File: config.mk
export PLATFORM = sky130hd
export DESIGN_NAME = spi_slave
export DESIGN_NICKNAME = d
export VERILOG_FILES = /design/src/rtl/spi_slave.sv
export SDC_FILE = /design/constraint.sdc
export NUM_CORES = 1
export LEC_CHECK = 0
export ABC_AREA = 0
export CAP_MARGIN = 20
export CORE_ASPECT_RATIO = 0.9
export CORE_UTILIZATION = 46
export CTS_CLUSTER_SIZE = 10
export DETAILED_ROUTE_END_ITERATION = 7
export PLACE_DENSITY_LB_ADDON = 0.12
export SYNTH_ARGS = -nofsm -noshare
export SYNTH_HDL_FRONTEND = slang
export SYNTH_SLANG_ARGS = --single-unit
export TNS_END_PERCENT = 10
File: constraint.sdc
create_clock -name clk -period 1.3 [get_ports clk]
set_clock_uncertainty 0.05 [all_clocks]
set_input_delay 0.39 -clock clk [delete_from_list [all_inputs] [get_ports clk]]
set_output_delay 0.39 -clock clk [all_outputs]
set_load 0.02 [all_outputs]
File: src/rtl/spi_slave.sv
// SPI target front end, mode 1 (CPOL=0, CPHA=1), 8-bit MSB-first frames.
// All pins are oversampled in the clk domain; miso is driven on rising and mosi sampled on falling spi_clk.
module spi_slave #(
  parameter int SYNC_STAGES = 2
) (
  input  logic       clk,
  input  logic       rst_n,
  input  logic       cs,
  input  logic       spi_clk,
  input  logic       mosi,
  input  logic [7:0] out_byte,
  output logic       miso,
  output logic [7:0] in_byte,
  output logic       finished
);

  logic [SYNC_STAGES-1:0] sclk_sync_q, sclk_sync_d;
  logic [SYNC_STAGES-1:0] cs_sync_q, cs_sync_d;
  logic [SYNC_STAGES-1:0] mosi_sync_q, mosi_sync_d;
  logic                   sclk_hist_q, sclk_hist_d;

  logic [2:0] bit_cnt_q, bit_cnt_d;
  logic [7:0] rx_shift_q, rx_shift_d;
  logic [7:0] tx_shift_q, tx_shift_d;
  logic       miso_q, miso_d;
  logic [7:0] in_byte_q, in_byte_d;
  logic       finished_q, finished_d;

  logic sclk_s, cs_s, mosi_s;
  logic sclk_rise, sclk_fall;

  assign sclk_s = sclk_sync_q[SYNC_STAGES-1];
  assign cs_s   = cs_sync_q[SYNC_STAGES-1];
  assign mosi_s = mosi_sync_q[SYNC_STAGES-1];

  // Edges compare the synchronized spi_clk against one more history flop.
  assign sclk_rise = sclk_s & ~sclk_hist_q;
  assign sclk_fall = ~sclk_s & sclk_hist_q;

  always_comb begin
    sclk_sync_d = {sclk_sync_q[SYNC_STAGES-2:0], spi_clk};
    cs_sync_d   = {cs_sync_q[SYNC_STAGES-2:0], cs};
    mosi_sync_d = {mosi_sync_q[SYNC_STAGES-2:0], mosi};
    sclk_hist_d = sclk_s;
    bit_cnt_d   = bit_cnt_q;
    rx_shift_d  = rx_shift_q;
    tx_shift_d  = tx_shift_q;
    miso_d      = miso_q;
    in_byte_d   = in_byte_q;
    finished_d  = 1'b0;

    if (cs_s) begin
      // Deselected: a partial frame is dropped here, which also covers an abort.
      bit_cnt_d = 3'd0;
      miso_d    = 1'b0;
    end else if (sclk_rise) begin
      if (bit_cnt_q == 3'd0) begin
        miso_d     = out_byte[7];
        tx_shift_d = {out_byte[6:0], 1'b0};
      end else begin
        miso_d     = tx_shift_q[7];
        tx_shift_d = {tx_shift_q[6:0], 1'b0};
      end
    end else if (sclk_fall) begin
      rx_shift_d = {rx_shift_q[6:0], mosi_s};
      if (bit_cnt_q == 3'd7) begin
        in_byte_d  = {rx_shift_q[6:0], mosi_s};
        finished_d = 1'b1;
        bit_cnt_d  = 3'd0;
      end else begin
        bit_cnt_d = bit_cnt_q + 3'd1;
      end
    end
  end

  always_ff @(posedge clk) begin
    if (!rst_n) begin
      sclk_sync_q <= '0;
      cs_sync_q   <= '1;
      mosi_sync_q <= '0;
      sclk_hist_q <= 1'b0;
      bit_cnt_q   <= 3'd0;
      rx_shift_q  <= 8'h00;
      tx_shift_q  <= 8'h00;
      miso_q      <= 1'b0;
      in_byte_q   <= 8'h00;
      finished_q  <= 1'b0;
    end else begin
      sclk_sync_q <= sclk_sync_d;
      cs_sync_q   <= cs_sync_d;
      mosi_sync_q <= mosi_sync_d;
      sclk_hist_q <= sclk_hist_d;
      bit_cnt_q   <= bit_cnt_d;
      rx_shift_q  <= rx_shift_d;
      tx_shift_q  <= tx_shift_d;
      miso_q      <= miso_d;
      in_byte_q   <= in_byte_d;
      finished_q  <= finished_d;
    end
  end

  assign miso     = miso_q;
  assign in_byte  = in_byte_q;
  assign finished = finished_q;

endmodule

Word level (Yosys, flattened, before mapping)
Cells that the tools add are included.
- reductions and logical operators: 7
- bitwise logic cells: 8
- mux-type cells: 4
- equal/unequal tests: 1
- $add $sub $neg: 1
- operator list (kind ; count):
    $mux 8 ; 1
    $not 1->1 ; 6
    $reduce_and 2->1 ; 2
    $reduce_and 4->1 ; 1
    $reduce_or 4->1 ; 1
    $add 3x1->3 const B ; 1
    $eq 3x3->1 const B ; 1
    $logic_not 3->1 ; 1
    $mux 3 ; 1
    $reduce_and 3->1 ; 1
    $and 1x1->1 ; 2
    $mux 1 ; 2
    $reduce_or 2->1 ; 1
- register bits after elaboration: 35
- logic and storage cells: 31
- input port bits: 13

Logic depth before layout (Yosys ltp)
Gate-level depths: netlist of the first run.
- depth in word-level cells: 4
- gate-level depth with buffers: 6
- mapped depth without buffers: 5

Worst setup path before layout of the first run
Ideal clock, no wire load.
- path kind: reg-to-reg
- start: reg bit_cnt_q[0]
- end: reg in_byte_q[0] (netlist: in_byte[0])
- cell stages (with the launch flop): 7
- required time: 1134 ps
- path slack: -92 ps
- path buffers: 1
- period minus slack after synthesis: 1392 ps
- arrival time: 1226 ps
- setup time: 116 ps
- cells stage by stage: dfxtp_1 ha_1 ha_1 and4bb_2 buf_6 mux2i_1 nor2b_1
- word-level cells in the longest chain between the ends: 2
- ends and longest elaborated chain (element ; line ; source):
    start: declaration ; 22 ; logic [2:0] bit_cnt_q, bit_cnt_d;
    start signal: assignment ; 93 ; bit_cnt_q <= bit_cnt_d;
    $eq 3x3->1 ; 66 ; if (bit_cnt_q == 3'd7) begin
    $reduce_and 4->1 (no source line) ; n/a ;
    end signal: assignment ; 97 ; in_byte_q <= in_byte_d;
    end: declaration ; 26 ; logic [7:0] in_byte_q, in_byte_d;
No other way between the ends.
A chain may end at the register's enable or synchronous reset.

Worst setup path after layout of the first run
- start: reg bit_cnt_q[1]
- end: reg in_byte_q[5] (netlist: in_byte[5])
Same word-level chain as after synthesis.

==> run_results.csv, run 1 <==
group,metric,value,unit
power,p_int,1.515,mW
sta,worst-slew-pin-transition,335.4,ps
placed_design,i_o_buffers,22,
finish,area.growth.synth_to_final,38.46,%
synth,synthesis.instances,129,
critical_path,ff2ff_path_depth,5,
finish,layout_commonest_cell,"sky130_fd_sc_hd__dfxtp_1",
finish,multi_input_comb_area,668.1,um^2
synth,yosysSeqAreaShare,51.03,%
critical_path,cp.arrival,1570,ps
sta,min_period_over_period,106.6,%
floorplanning,die_width,58.76,um
sta,clock.fmax,721.7,MHz
global_route,grt_max_degree,19,
power,design_power_total,1.922,mW
critical_path,timing_worst_setup_path_type,"flop to flop",
finish,finalNonFillerCells,209,
worst_hold_path,hold-path-cell-count,1,
clock_network,cts.path.max_buffers,2,
worst_hold_path,timing.hold.worst_endpoint,"cs_sync_q[1]$_SDFF_PN1_",
finish,fillers,230,
route,postRouteAntennaNets,0,
clock_network,worstSkewPairLatency,350,ps
synth,syn_area,0.001334,mm^2
floorplanning,coreArea,0.002748,mm^2
placed_design,detailed_place.area,0.001718,mm^2
sta,timing.final.max_slew_violations,0,
global_route,first_global_vias,892,
critical_path,worstReg2RegStart,"bit_cnt_q[1]$_SDFFE_PP0P_",
floorplanning,chipHeight,53.09,um
power,share_clk_of_total_power,39.9,%
clock_network,tritoncts.num_buffers,5,
power,power.sequential.fraction,55.2,%
global_route,gr-usage-met3,6.601,%
worst_hold_path,hold_start,"cs_sync_q[0]$_SDFF_PN1_",
route,drt_iter0_drc,29,
synth,number_of_nets_produced_by_synthesis,145,
global_route,grtUsageMet2,26.52,%
run_status,run_status,"complete, but fails checks",
critical_path,critPathMaxFanout,5,
run,max_cap_violations,0,
finish,layout_common_cells,"sky130_fd_sc_hd__dfxtp_1, sky130_fd_sc_hd__mux2i_1, sky130_fd_sc_hd__buf_4",
floorplanning,ios,23,
power,p_sw_share,21.16,%
route,dr_total_vias,994,
run_status,violations_in_the_final_reports,"negative setup slack",
floorplanning,std_cell_rows,18,
clock_network,postCtsSetupBuffers,0,
sta,layout_min_cycle_time,1386,ps
clock_network,clockRootBuffer,"sky130_fd_sc_hd__clkbuf_4",
finish,antenna_cells_inserted,0,
global_route,antenna_found_initial,0,
route,remaining_drc_errors,0,
clock_network,cts_htree_levels,2,
finish,post-route-cell-area,0.001847,mm^2
finish,area_used_by_sequential_logic_in_the_layout,691.9,um^2
finish,final_net_count,184,
synth,ys_warn_count,0,
finish,drive_gt1_share,31.95,%
global_route,overflow,0,
route,drt-pass1-iter-count,6,
critical_path,regToRegEndpoint,"in_byte[5]$_SDFFE_PN0P_",
synth,netlist-cell-type-count,22,
power,ir_drop,0.6843,mV
critical_path,startpoint_type,"flop",
global_route,grt_first_pass_wirelength,4043,um
sta,slew_headroom,77.57,%
global_route,grt_use_total,18.27,%
clock_network,path_clk_slew,100,ps
floorplanning,initial_core_util,48.54,%
critical_path,worst-r2r-setup-slack,-90,ps
global_route,grt-busiest-layer,"met2",
route,routed_via_density,4.756,
placed_design,dpl.cell_count,200,
finish,fin_util,67.21,%
synth,synthesized_flop_and_latch_total,34,
worst_hold_path,worstHoldPathType,"flop to flop",
clock_network,cts_tree,"done",
floorplanning,design.die.area,0.003119,mm^2
placed_design,gpl.final_weighted_congestion,0.7486,
power,combinationalPowerShare,4.9,%
synth,avgSynthCellArea,10.34,um^2
sta,final.setup.worst_slack,-85.56,ps
critical_path,critPathRequiredTime,1490,ps
sta,setup_viol,10,
power,total_switching_power,0.4066,mW
placed_design,place.detailed.hpwl,1594,um
global_route,grt.met1_usage,24.05,%
power,power.density,1041,mW/mm^2
sta,final_hold_viol_count,0,
route,wirelength_per_cell,12.01,um
sta,grt_setup_unrepaired,"true",
route,postRouteWirelength,2511,um
power,power.static_leakage,0.6949,nW
clock_network,total_number_of_clock_tree_sinks,34,
critical_path,critPathCaptureType,"flop",
[synth_stat cells]
cell	number	area share, %
sky130_fd_sc_hd__a21boi_0	1	0.56
sky130_fd_sc_hd__nor2_1	4	1.1
sky130_fd_sc_hd__nand3_1	1	0.37
sky130_fd_sc_hd__nand2_1	12	3.4
sky130_fd_sc_hd__a311oi_1	1	0.66
sky130_fd_sc_hd__nor2b_1	17	8.0
sky130_fd_sc_hd__dfxtp_1	34	51
sky130_fd_sc_hd__o21ai_0	6	2.3
sky130_fd_sc_hd__nor3b_1	1	0.56
sky130_fd_sc_hd__a31oi_1	6	2.8
sky130_fd_sc_hd__a21oi_1	1	0.37
sky130_fd_sc_hd__buf_6	2	1.7
sky130_fd_sc_hd__ha_1	3	2.8
sky130_fd_sc_hd__mux2i_1	19	14
sky130_fd_sc_hd__inv_1	3	0.84
sky130_fd_sc_hd__and2_1	6	2.8
sky130_fd_sc_hd__buf_2	1	0.37
sky130_fd_sc_hd__clkbuf_1	3	0.84
sky130_fd_sc_hd__and4bb_2	1	0.94
sky130_fd_sc_hd__buf_4	1	0.56
sky130_fd_sc_hd__nor3b_4	1	1.4
sky130_fd_sc_hd__nand2b_1	5	2.3
[worst max-delay path by stage]
stage | slack, ps | to | start
finish | -90 | in_byte[5]$_SDFFE_PN0P_ | bit_cnt_q[1]$_SDFFE_PP0P_
global route | -170 | in_byte[4]$_SDFFE_PN0P_ | bit_cnt_q[1]$_SDFFE_PP0P_
CTS | -80 | in_byte[5]$_SDFFE_PN0P_ | bit_cnt_q[1]$_SDFFE_PP0P_
detailed placement | -270 | in_byte[5]$_SDFFE_PN0P_ | rst_n
global placement | -250 | in_byte[4]$_SDFFE_PN0P_ | rst_n
floorplan | -30 | in_byte[0]$_SDFFE_PN0P_ | bit_cnt_q[1]$_SDFFE_PP0P_
[final cells by class]
cell class	instances	area share, %
timing repair buffer	38	18.83
inverter	3	0.6098
sequential	34	37.47
multi-input combinational	86	36.18
tap	40	2.710
clock inverter	3	2.168
clock buffer	5	2.033
[kinds of logic (layout without fill, tap and decap cells)]
| group | count (synthesis) | after routing | share of synthesized area, % |
|---|---|---|---|
| AOI/OAI and AO/OA | 15 | 15 | 6.661 |
| adders and majority gates | 3 | 3 | 2.815 |
| buffers and inverters | 10 | 49 | 4.315 |
| DFF | 34 | 34 | 51.03 |
| and+or+nand+nor | 48 | 49 | 20.92 |
| muxes | 19 | 19 | 14.26 |
[per-layer routing]
| layer | share of wire, % | vias to the layer above |
|---|---|---|
| met2 | 44 | 20 |
| met4 | 1.1 | 0 |
| met1 | 51 | 457 |
| met3 | 4.4 | 4 |
| met5 | 0 | - |
| li1 | - | 513 |
[metrics by stage]
step | setup WS (ps) | setup TNS [ps] | hold WS, ps
global placement | -251.7 | -7605 | 344.5
floorplan | -34.82 | -304.1 | 336.3
CTS | -82.89 | -680.0 | 383.4
global route | -167.7 | -1497 | 402.5
finish | -85.56 | -547.3 | 378.2
detailed placement | -271.1 | -8150 | 353.2
[worst max-delay path: stages (launching register included)]
cell and delay (ps):
sky130_fd_sc_hd__dfxtp_2 380, sky130_fd_sc_hd__ha_4 140, sky130_fd_sc_hd__ha_4 140, sky130_fd_sc_hd__and4bb_4 320, sky130_fd_sc_hd__mux2i_1 200, sky130_fd_sc_hd__nor2b_1 60
[registers in the layout (all words and copies together) (netlist names)]
| signal | flops |
|---|---|
| sclk_hist_q | 1 |
| mosi_sync_q | 2 |
| tx_shift_q | 7 |
| sclk_sync_q | 2 |
| bit_cnt_q | 3 |
| miso | 1 |
| cs_sync_q | 2 |
| finished | 1 |
| in_byte | 8 |
| rx_shift_q | 7 |
[power by group through the flow]
| stage | Sequential, mW | Combinational [mW] | Clock (mW) |
|---|---|---|---|
| floorplan | 1.08 | 0.0375 | 0 |
| global placement | 1.08 | 0.0900 | 0 |
| detailed placement | 1.08 | 0.0924 | 0 |
| CTS | 1.06 | 0.0948 | 0.777 |
| global route | 1.06 | 0.103 | 0.825 |
| finish | 1.06 | 0.0949 | 0.766 |
[timing repair]
action / CTS / global route
resized for setup: 52 / 21
hold buffers: 0 / 0
pin swaps: 9 / 3
endpoints found under the setup margin: 27 / 33
gates cloned: 1 / 0
hold endpoints to repair: 0 / 0
(Power assumes the default switching activity.)
==> inputs of run 2 (changes only) <==
Settings changed: CORE_MARGIN set to 2.
==> run_results.csv, run 2 (synthesis gave the netlist of run 1 again) <==
group,metric,value,unit
global_route,grt_use_total,16.24,%
finish,largest_register_ff_count,8,
critical_path,timing_worst_setup_path_type,"flop to flop",
global_route,first_global_vias,870,
placed_design,dpl.cell_count,200,
global_route,grt_first_pass_wirelength,3870,um
critical_path,worstSetupStartpoint,"bit_cnt_q[1]$_SDFFE_PP0P_",
route,route.top_layer_used,"met4",
critical_path,critPathRequiredTime,1480,ps
critical_path,ff2ff_path_depth,5,
critical_path,startpoint_type,"flop",
sta,slew_headroom,79.06,%
finish,antenna_cells_inserted,0,
floorplanning,std_cell_rows,18,
global_route,overflow,0,
critical_path,critPathMaxFanout,5,
sta,grt_setup_unrepaired,"true",
critical_path,critPathCaptureType,"flop",
power,power.density,938.2,mW/mm^2
critical_path,worstReg2RegStart,"bit_cnt_q[1]$_SDFFE_PP0P_",
finish,area.growth.synth_to_final,34.43,%
floorplanning,die_width,60.76,um
sta,worst-slew-pin-transition,313.2,ps
route,drt-pass1-iter-count,4,
critical_path,cp.arrival,1540,ps
finish,drive_gt1_share,30.95,%
worst_hold_path,worstHoldPathType,"flop to flop",
clock_network,postCtsSetupBuffers,0,
sta,setup_viol,9,
sta,final_hold_viol_count,0,
run_status,run_status,"complete, but fails checks",
sta,layout_min_cycle_time,1361,ps
floorplanning,coreArea,0.002748,mm^2
power,power.static_leakage,0.6759,nW
route,postRouteAntennaNets,0,
clock_network,cts_tree,"done",
critical_path,crit_path_end,"in_byte[1]$_SDFFE_PN0P_",
clock_network,worstSkewPairLatency,340,ps
route,met1_length,1200,um
route,postRouteWirelength,2387,um
power,design_power_total,1.682,mW
clock_network,tritoncts.num_buffers,5,
clock_network,total_number_of_clock_tree_sinks,34,
finish,finalNonFillerCells,208,
placed_design,detailed_place.area,0.001718,mm^2
clock_network,cts.path.max_buffers,2,
clock_network,path_clk_slew,90,ps
finish,layout_common_cells,"sky130_fd_sc_hd__dfxtp_1, sky130_fd_sc_hd__buf_4, sky130_fd_sc_hd__mux2i_1",
clock_network,clockRootBuffer,"sky130_fd_sc_hd__clkbuf_4",
sta,timing.final.max_slew_violations,0,
run_status,violations_in_the_final_reports,"negative setup slack",
sta,fin_hold_ws,361.8,ps
sta,min_period_over_period,104.7,%
worst_hold_path,hold-path-cell-count,1,
placed_design,i_o_buffers,22,
global_route,antenna_found_initial,0,
route,drt_iter0_drc,16,
sta,clock.fmax,734.9,MHz
sta,final.setup.worst_slack,-60.71,ps
run,max_cap_violations,0,
global_route,grt_max_degree,18,
placed_design,place.detailed.hpwl,1689,um
placed_design,gpl.final_weighted_congestion,0.6645,
route,remaining_drc_errors,0,
clock_network,postCtsHoldBufs,0,
route,routed_via_density,4.774,
finish,post-route-cell-area,0.001793,mm^2
floorplanning,design.die.area,0.003347,mm^2
floorplanning,chipHeight,55.09,um
critical_path,regToRegEndpoint,"in_byte[1]$_SDFFE_PN0P_",
route,dr_total_vias,993,
route,wirelength_per_cell,11.48,um
sta,setup_tns,-405.4,ps
floorplanning,ios,23,
finish,layout_commonest_cell,"sky130_fd_sc_hd__dfxtp_1",
route,met2_length,1022,um
power,ir_drop,0.6551,mV
floorplanning,initial_core_util,48.54,%
route,met3WireLength,126,um
clock_network,cts_htree_levels,2,
finish,final_net_count,184,
critical_path,worst-r2r-setup-slack,-60,ps
run 2: changes by cell type in the layout (fill, tap and decap cells not counted), sizes merged:
cell / change
bufinv: -1
run 2: stage by stage:
step,setup WS (ps),util (%)
6_report,-60.71,65.26
5_1_grt,-139.2,65.26
4_1_cts,-65.96,63.80
3_5_place_dp,-283.1,62.52
3_3_place_gp,-221.2,62.52
2_1_floorplan,-34.82,-
run 2: layer usage:
layer  global-route usage [%]  up-vias
li1                         -      511
met1                    21.14      457
met2                    24.19       19
met3                    6.279        6
met4                    6.522        0
met5                        0        -
run 2: worst min-delay path by stage:
stage	from	end	slack [ps]
floorplan	cs_sync_q[0]$_SDFF_PN1_	cs_sync_q[1]$_SDFF_PN1_	340
global placement	cs_sync_q[0]$_SDFF_PN1_	cs_sync_q[1]$_SDFF_PN1_	340
detailed placement	cs_sync_q[0]$_SDFF_PN1_	cs_sync_q[1]$_SDFF_PN1_	340
CTS	cs_sync_q[0]$_SDFF_PN1_	cs_sync_q[1]$_SDFF_PN1_	360
global route	cs_sync_q[0]$_SDFF_PN1_	cs_sync_q[1]$_SDFF_PN1_	390
finish	cs_sync_q[0]$_SDFF_PN1_	cs_sync_q[1]$_SDFF_PN1_	360
run 2: cell type report:
cell class              count  area, um^2
multi-input cells          86       654.4
clock inverters             2       10.01
flip-flops and latches     34       693.2
well taps                  40       50.05
clock buffers               5       37.54
repair buffers             38       336.6
fillers                   236       954.7
inverters                   3       11.26
run 2: timing repair:
item	in CTS	in global routing
gates resized for setup	49	18
gates cloned	1	0
pin swaps	9	0
setup endpoints to repair	27	27
run 2: critical path, cell delays in order, from the launching register on:
cell                       delay (ps)
sky130_fd_sc_hd__dfxtp_2          360
sky130_fd_sc_hd__ha_4             140
sky130_fd_sc_hd__ha_4             140
sky130_fd_sc_hd__and4bb_4         310
sky130_fd_sc_hd__mux2i_1          200
sky130_fd_sc_hd__nor2b_1           60
run 2: power by group:
part           total [mW]  switching (mW)  leakage, nW  internal [mW]
registers            1.06         0.00679        0.280           1.05
logic              0.0943          0.0310        0.365         0.0633
clock network       0.528           0.334       0.0308          0.194
==> inputs of run 3 (changes only) <==
Settings changed: SKIP_CTS_REPAIR_TIMING set to 1.
==> run_results.csv, run 3 (synthesis gave the netlist of run 1 again) <==
group,metric,value,unit
run_status,run_status,"complete, but fails checks",
run_status,violations_in_the_final_reports,"negative setup slack",
finish,largest_register_ff_count,8,
finish,antenna_cells_inserted,0,
floorplanning,chipHeight,55.09,um
global_route,grt.met1_usage,20.71,%
placed_design,placement.setup.worst_slack,-283.1,ps
global_route,grt_max_degree,18,
placed_design,place.detailed.hpwl,1689,um
placed_design,dpl.cell_count,200,
clock_network,cts_tree,"done",
critical_path,worst-path-stages,5,
sta,setup_viol,10,
critical_path,ff2ff_path_depth,5,
global_route,grtUsageMet2,23.84,%
power,power.density,937.9,mW/mm^2
critical_path,timing_worst_setup_path_type,"flop to flop",
critical_path,cp_slowest_cell,"sky130_fd_sc_hd__dfxtp_2",
sta,grt_setup_unrepaired,"true",
sta,final.setup.worst_slack,-65.46,ps
clock_network,total_number_of_clock_tree_sinks,34,
critical_path,slowest_delay,360,ps
floorplanning,ios,23,
floorplanning,initial_core_util,48.54,%
finish,area.growth.synth_to_final,34.62,%
placed_design,i_o_buffers,22,
critical_path,critPathMaxFanout,5,
global_route,antenna_found_initial,0,
clock_network,tritoncts.num_buffers,5,
finish,final_net_count,184,
critical_path,timing.critical_path.cells,"ha_4, ha_4, and4bb_4, mux2i_1, nor2b_1",
clock_network,cts.path.max_buffers,2,
worst_hold_path,hold-path-cell-count,1,
critical_path,cp_num_buf_inv,0,
floorplanning,die_width,60.76,um
clock_network,clockRootBuffer,"sky130_fd_sc_hd__clkbuf_4",
global_route,first_global_vias,859,
power,design_power_total,1.684,mW
worst_hold_path,worstHoldPathType,"flop to flop",
power,ir_drop,0.6636,mV
sta,worst-slew-pin-transition,314.7,ps
route,postRouteWirelength,2471,um
finish,drive_gt1_share,31.55,%
floorplanning,design.die.area,0.003347,mm^2
global_route,grt_use_total,15.99,%
global_route,grt-busiest-layer,"met2",
finish,fillers,234,
critical_path,critPathRequiredTime,1470,ps
finish,layout_common_cells,"sky130_fd_sc_hd__dfxtp_1, sky130_fd_sc_hd__buf_4, sky130_fd_sc_hd__mux2i_1",
run,max_cap_violations,0,
critical_path,critical-path-top-cell-by-count,"sky130_fd_sc_hd__ha_4",
global_route,gr-usage-met3,6.279,%
sta,min_period_over_period,105.0,%
route,postRouteAntennaNets,0,
global_route,grt_first_pass_wirelength,3822,um
critical_path,cp.arrival,1540,ps
finish,layout_commonest_cell,"sky130_fd_sc_hd__dfxtp_1",
critical_path,startpoint_type,"flop",
sta,slew_headroom,78.96,%
sta,layout_min_cycle_time,1365,ps
clock_network,path_clk_slew,90,ps
critical_path,worst_path_dominant_cell_family,"simple AND/OR/NAND/NOR gates",
route,routed_via_density,4.832,
sta,clock.fmax,732.4,MHz
clock_network,worstSkewPairLatency,340,ps
finish,finalNonFillerCells,208,
critical_path,critPathCaptureType,"flop",
global_route,overflow,0,
placed_design,gpl.final_weighted_congestion,0.6645,
route,remaining_drc_errors,0,
floorplanning,std_cell_rows,18,
sta,final_hold_viol_count,0,
route,drt-pass1-iter-count,4,
route,wirelength_per_cell,11.88,um
power,power.static_leakage,0.6768,nW
route,dr_total_vias,1005,
floorplanning,coreArea,0.002748,mm^2
route,drt_iter0_drc,19,
sta,timing.final.max_slew_violations,0,
clock_network,cts_htree_levels,2,
## run 3: cell count changes in the layout (fill, tap and decap cells not counted)
cell                      previous run  this run
sky130_fd_sc_hd__dfxtp_1            24        22
sky130_fd_sc_hd__nor2b_4             1         2
sky130_fd_sc_hd__dfxtp_2            10        12
sky130_fd_sc_hd__nor3b_1             0         1
sky130_fd_sc_hd__nor2b_2             1         0
sky130_fd_sc_hd__nor3b_2             1         0
## run 3: power breakdown
part           internal (mW)  switching [mW]
clock                  0.194           0.334
sequential              1.05         0.00677
combinational         0.0638          0.0318
## run 3: per-layer routing
metal / vias up / wire length, um
li1: 511 / -
met1: 463 / 1218
met2: 25 / 1073
met3: 6 / 135
met4: 0 / 44
met5: - / 0
## run 3: final cells by class
cell class                 count  area (um^2)  area share [%]
sequential                    34        695.7           38.75
tap                           40        50.05           2.787
inverter                       3        11.26          0.6272
clock inverter                 2        10.01          0.5575
clock buffer                   5        37.54           2.091
multi-input combinational     86        654.4           36.45
timing repair buffer          38        336.6           18.75
## run 3: metrics by stage
stage	area (um^2)	hold WS, ps	setup TNS (ps)	utilization (%)
2_1_floorplan	1361	336.3	-304.1	-
3_3_place_gp	1718	342.4	-6278	62.52
3_5_place_dp	1718	340.9	-8398	62.52
4_1_cts	1765	364.6	-6910	64.25
5_1_grt	1795	385.1	-1452	65.35
6_report	1795	361.7	-465.9	65.35
## run 3: worst paths after layout
| check | from | endpoint | slack, ps |
|---|---|---|---|
| setup / recovery | bit_cnt_q[1]$_SDFFE_PP0P_ | in_byte[1]$_SDFFE_PN0P_ | -70 |
| hold / removal | cs_sync_q[0]$_SDFF_PN1_ | cs_sync_q[1]$_SDFF_PN1_ | 360 |
| setup reg to reg | bit_cnt_q[1]$_SDFFE_PP0P_ | in_byte[1]$_SDFFE_PN0P_ | -70 |
| hold reg to reg | cs_sync_q[0]$_SDFF_PN1_ | cs_sync_q[1]$_SDFF_PN1_ | 360 |
